File: src/rtl/button_event_decoder.sv
// Classifies a debounced button level into ShortPress, DoubleClick and
// LongPress pulses plus a Held level. All outputs are registered.
module button_event_decoder #(
  parameter int unsigned LONG_CYCLES = 100000000,
  parameter int unsigned GAP_CYCLES  = 25000000,
  parameter int unsigned CNT_W       = 27
) (
  input  logic Clk,
  input  logic Reset,
  input  logic Pressed,
  output logic ShortPress,
  output logic DoubleClick,
  output logic LongPress,
  output logic Held
);

  typedef enum logic [2:0] {
    DISARMED,
    IDLE,
    PRESS1,
    WAIT2,
    PRESS2,
    LONG_HELD
  } state_t;

  localparam logic [CNT_W-1:0] CNT_ONE   = CNT_W'(1);
  localparam logic [CNT_W-1:0] LONG_LAST = CNT_W'(LONG_CYCLES - 1);
  localparam logic [CNT_W-1:0] GAP_LAST  = CNT_W'(GAP_CYCLES - 1);

  state_t           r_state;
  state_t           w_state_n;
  logic [CNT_W-1:0] r_cnt;
  logic [CNT_W-1:0] w_cnt_n;
  logic             r_short;
  logic             r_double;
  logic             r_long;
  logic             r_held;
  logic             w_short;
  logic             w_double;
  logic             w_long;
  logic             w_held;

  // State, counter and output registers; reset forces DISARMED and quiet outputs.
  always_ff @(posedge Clk or posedge Reset) begin
    if (Reset) begin
      r_state  <= DISARMED;
      r_cnt    <= '0;
      r_short  <= 1'b0;
      r_double <= 1'b0;
      r_long   <= 1'b0;
      r_held   <= 1'b0;
    end else begin
      r_state  <= w_state_n;
      r_cnt    <= w_cnt_n;
      r_short  <= w_short;
      r_double <= w_double;
      r_long   <= w_long;
      r_held   <= w_held;
    end
  end

  // Next-state, counter and next-output decode for the press classifier.
  always_comb begin
    w_state_n = r_state;
    w_cnt_n   = r_cnt;
    w_short   = 1'b0;
    w_double  = 1'b0;
    w_long    = 1'b0;
    unique case (r_state)
      DISARMED: begin
        // A button held through reset must be seen released before arming.
        if (!Pressed) w_state_n = IDLE;
      end
      IDLE: begin
        if (Pressed) begin
          w_state_n = PRESS1;
          w_cnt_n   = CNT_ONE;
        end
      end
      PRESS1: begin
        if (Pressed) begin
          if (r_cnt == LONG_LAST) begin
            w_long    = 1'b1;
            w_state_n = LONG_HELD;
          end else begin
            w_cnt_n = r_cnt + CNT_ONE;
          end
        end else begin
          w_state_n = WAIT2;
          w_cnt_n   = CNT_ONE;
        end
      end
      WAIT2: begin
        if (Pressed) begin
          w_state_n = PRESS2;
          w_cnt_n   = CNT_ONE;
        end else if (r_cnt == GAP_LAST) begin
          w_short   = 1'b1;
          w_state_n = IDLE;
        end else begin
          w_cnt_n = r_cnt + CNT_ONE;
        end
      end
      PRESS2: begin
        if (!Pressed) begin
          w_double  = 1'b1;
          w_state_n = IDLE;
        end else if (r_cnt != '1) begin
          // Saturate rather than wrap during an arbitrarily long second press.
          w_cnt_n = r_cnt + CNT_ONE;
        end
      end
      LONG_HELD: begin
        if (!Pressed) w_state_n = IDLE;
      end
      default: begin
        w_state_n = DISARMED;
      end
    endcase
    w_held = (w_state_n == LONG_HELD);
  end

  assign ShortPress  = r_short;
  assign DoubleClick = r_double;
  assign LongPress   = r_long;
  assign Held        = r_held;

endmodule
File: config.mk
export PLATFORM = sky130hd
export DESIGN_NAME = button_event_decoder
export DESIGN_NICKNAME = d
export VERILOG_FILES = /design/src/rtl/button_event_decoder.sv
export SDC_FILE = /design/constraint.sdc
export NUM_CORES = 1
export LEC_CHECK = 0
export CAP_MARGIN = 20
export CORE_UTILIZATION = 65
export CTS_CLUSTER_DIAMETER = 60
export CTS_CLUSTER_SIZE = 16
export DETAILED_ROUTE_END_ITERATION = 6
export HOLD_SLACK_MARGIN = 0.06
export PLACE_DENSITY_LB_ADDON = 0.15
export SLEW_MARGIN = 20
export SYNTH_ARGS = -nofsm -noshare
export SYNTH_HDL_FRONTEND = slang
export SYNTH_SLANG_ARGS = --single-unit
File: constraint.sdc
create_clock -name Clk -period 3.8 [get_ports Clk]
set_clock_uncertainty 0.05 [all_clocks]
set_input_delay 0.38 -clock Clk [delete_from_list [all_inputs] [get_ports Clk]]
set_output_delay 0.38 -clock Clk [all_outputs]
set_load 0.1 [all_outputs]
==> flow_metrics.tcl <==
set metrics [dict create \
    critical_path_arrival_ps 3040 \
    power_mw 1.05 \
    synth_xor_xnor_area_share_pct 0.357 \
    r2r-end "r_cnt[24]" \
    path_cells "ha_1 > nand3_2 > nor4_4 > a41o_1 > nand2_4 > a221o_1" \
    dpl.hpwl_mm 3.86 \
    drt_wl_total_mm 5.89 \
    cts_buffer_depth 2 \
    cp-end-kind "flip-flop" \
    post_cts_buffers 0 \
    synth.mux.area_fraction_pct 0.815 \
    cts_sinks 34 \
    critPathMaxStageDelay_ps 910 \
    die_w_um 63.5 \
    layout_setup_ws_ps 887 \
    syn_area_um2 2460 \
    io_buffer_count 6 \
    crit_required_ps 3920 \
    core_area_um2 3470 \
    critPathMaxFanout 26 \
    synth_top_flop_cell "dfrtp_1" \
    synth_top_cell_area_share_pct 34.6 \
    reg2reg_slack_ps 890 \
    path_class "reg -> reg" \
    vias_per_cell 7.78 \
    clkTransAtPathRegs_ps 60 \
    clkLatencyLatePin_ps 290 \
    drc 0 \
    cap_viol_max_count 0 \
    wl_per_cell_um 20.6 \
    power_density_nw_per_um2 419 \
    fill_cells 260 \
    setup-violations-final 0 \
    area_growth_pct 1.94 \
    grt_overflow 0 \
    ant_nets 0 \
    p_leak_nw 1.01 \
    netlist_top_cells_area "dfrtp_1, a311oi_1, and3_1" \
    yosys_warnings 0 \
    rows 21 \
    ys_seq_elements 34 \
    fmax_mhz 343 \
    syn_nets 252 \
    fp.dieArea_um2 4030 \
    rsz0062_at_grt "false" \
    cts_tree "done" \
    finalHoldViolCount 0 \
    cts_root_buf "clkbuf_8" \
    num_vias 2225 \
    hold_ws_ps 368 \
    synth_compound_area_share_pct 26.8 \
    nets 244 \
    hold_class "in -> async" \
    worst_path_max_delay_cell "a41o_1" \
    period_minus_slack_ps 2910 \
    max-slew-margin-rel_pct 33.7 \
    dp_slack_ps 889 \
    n_antenna_cell 0 \
    h-tree-depth 2 \
    cts_buffers 5 \
    synthSimpleGateAreaFrac_pct 29.5 \
    async_reset_ff_share_pct 100 \
    synth_top_area_cell "dfrtp_1" \
    grt_start_max_net_pins 27 \
    synthAdderAreaFrac_pct 0.509 \
    antenna_found_initial 0 \
    drt_first_iter_violations 260 \
    fin_setup_tns_ps 0 \
    worst_pin_slew_ps 995 \
    synth_edf_count 0 \
    grt_usage_pct 32.0 \
    start_kind "flip-flop" \
    regArea_um2 851 \
    drive_gt1_share_pct 10.4 \
    ys_types 63 \
    dr.pass1.iters 5 \
    outcome "finished clean" \
    seq_area_frac_synth_pct 34.6 \
    finalCritPeriodShare_pct 76.7 \
    reg2regPathDepth 6 \
    grt_pass1_vias 2097 \
    hold_buffers 0 \
    slew_viol_final 0 \
    start_util_pct 70.8 \
    grt_pass1_wl_mm 10.1 \
    ir_drop_mv 0.330 \
    netlist_instances 248 \
    ctsResizeCount 0 \
    multi_input_area_um2 1430 \
    r2r-start "r_cnt[0]" \
    gp_congestion 0.896 \
    die_h_um 63.5 \
    synth.avg_cell_area_um2 9.90 \
    synth_top_family_by_area "simple AND/OR/NAND/NOR gates" \
    pin_count 7 \
]
worst max path at each step:
stage | from | end | slack, ps | cells after the start
final | r_cnt[0] | r_cnt[24] | 890 | 6
after global placement | Pressed | r_cnt[13] | 1020 | 6
after CTS | r_cnt[0] | r_cnt[21] | 950 | 6
after global routing | r_cnt[0] | r_cnt[23] | 710 | 6
after detailed placement | Pressed | r_cnt[4] | 890 | 6
after floorplan | r_cnt[0] | r_cnt[24] | 1710 | 7
logic make-up (layout without fill, tap and decap cells):
kind of cell / count (synthesis) / after routing
buffers and inverters: 28 / 20
multiplexers: 2 / 2
adder cells (fa/ha/maj): 1 / 1
XOR/XNOR: 1 / 1
AND/OR/NAND/NOR: 102 / 102
flip-flops: 34 / 34
AO/OA/AOI/OAI: 80 / 80
power breakdown:
part	switching, mW	internal [mW]
sequential	0.0404	0.386
clock	0.125	0.126
combinational	0.273	0.100
layer usage:
layer  up-vias  track usage [%]  share of wire (%)
li1       1004                -                  -
met1      1095             41.6                 44
met2       115             50.9                 48
met3        11             6.34                6.6
met4         0             15.1                1.6
met5         -                0                  0
state kept, by name, summed over array words and instances (netlist names):
signal       cells
r_cnt           27
r_state          3
DoubleClick      1
Held             1
LongPress        1
ShortPress       1
cells in the final DEF, fill, tap and decap left out, types with 3 or more instances in the layout:
| cell | count |
|---|---|
| a21oi_1 | 5 |
| a311oi_1 | 20 |
| a31oi_1 | 3 |
| and3_1 | 15 |
| and4_1 | 4 |
| clkbuf_8 | 5 |
| clkdlybuf4s50_1 | 6 |
| dfrtp_1 | 34 |
| inv_1 | 5 |
| nand2_1 | 13 |
| nand2b_1 | 3 |
| nand3_1 | 13 |
| nand4_1 | 9 |
| nand4b_1 | 3 |
| nand4bb_1 | 3 |
| nor3b_1 | 3 |
| nor4_1 | 4 |
| nor4_4 | 3 |
| o211a_1 | 5 |
| o21ai_0 | 4 |
| o21ai_1 | 6 |
| o311a_1 | 3 |
| o31ai_1 | 12 |
| or2_1 | 3 |
| or3_1 | 3 |
| or4_1 | 4 |
critical path, delay by kind of cell, from the launching register on:
kind | cells | cell delay [ps]
flip-flops | 1 | 400
adder cells (fa/ha/maj) | 1 | 240
AND/OR/NAND/NOR | 3 | 830
AO/OA/AOI/OAI | 2 | 1250
cell usage after synthesis (2+ instances only):
master,count
dfrtp_1,34
a311oi_1,20
and3_1,15
nand2_1,13
nand3_1,13
o31ai_1,12
nand4_1,9
buf_2,7
buf_4,6
buf_6,6
o21ai_1,6
a21oi_1,5
inv_1,5
o211a_1,5
and4_1,4
nor4_1,4
o21ai_0,4
or4_1,4
a31oi_1,3
clkbuf_1,3
nand2b_1,3
nand4b_1,3
nand4bb_1,3
nor3b_1,3
nor4_4,3
o311a_1,3
or2_1,3
or3_1,3
a2111o_1,2
a211oi_1,2
a221o_1,2
and2_1,2
mux2i_1,2
nand4_2,2
nor2_1,2
nor3_1,2
o211ai_1,2
o22a_1,2
o22ai_1,2
per-stage QoR:
step	area [um^2]	cells	util, %
floorplan	2460	248	-
global placement	2430	279	69.9
detailed placement	2430	279	69.9
CTS	2500	286	72.2
global route	2500	286	72.2
finish	2500	286	72.2
area by class of cell:
class                   instances  share of cell area [%]
clock buffers                   7                    3.05
flip-flops and latches         34                    34.0
inverters                       5                   0.750
repair buffers                  8                    3.00
multi-input cells             186                    56.9
well taps                      46                    2.30
No activity file was read; power rests on OpenSTA's default activity.
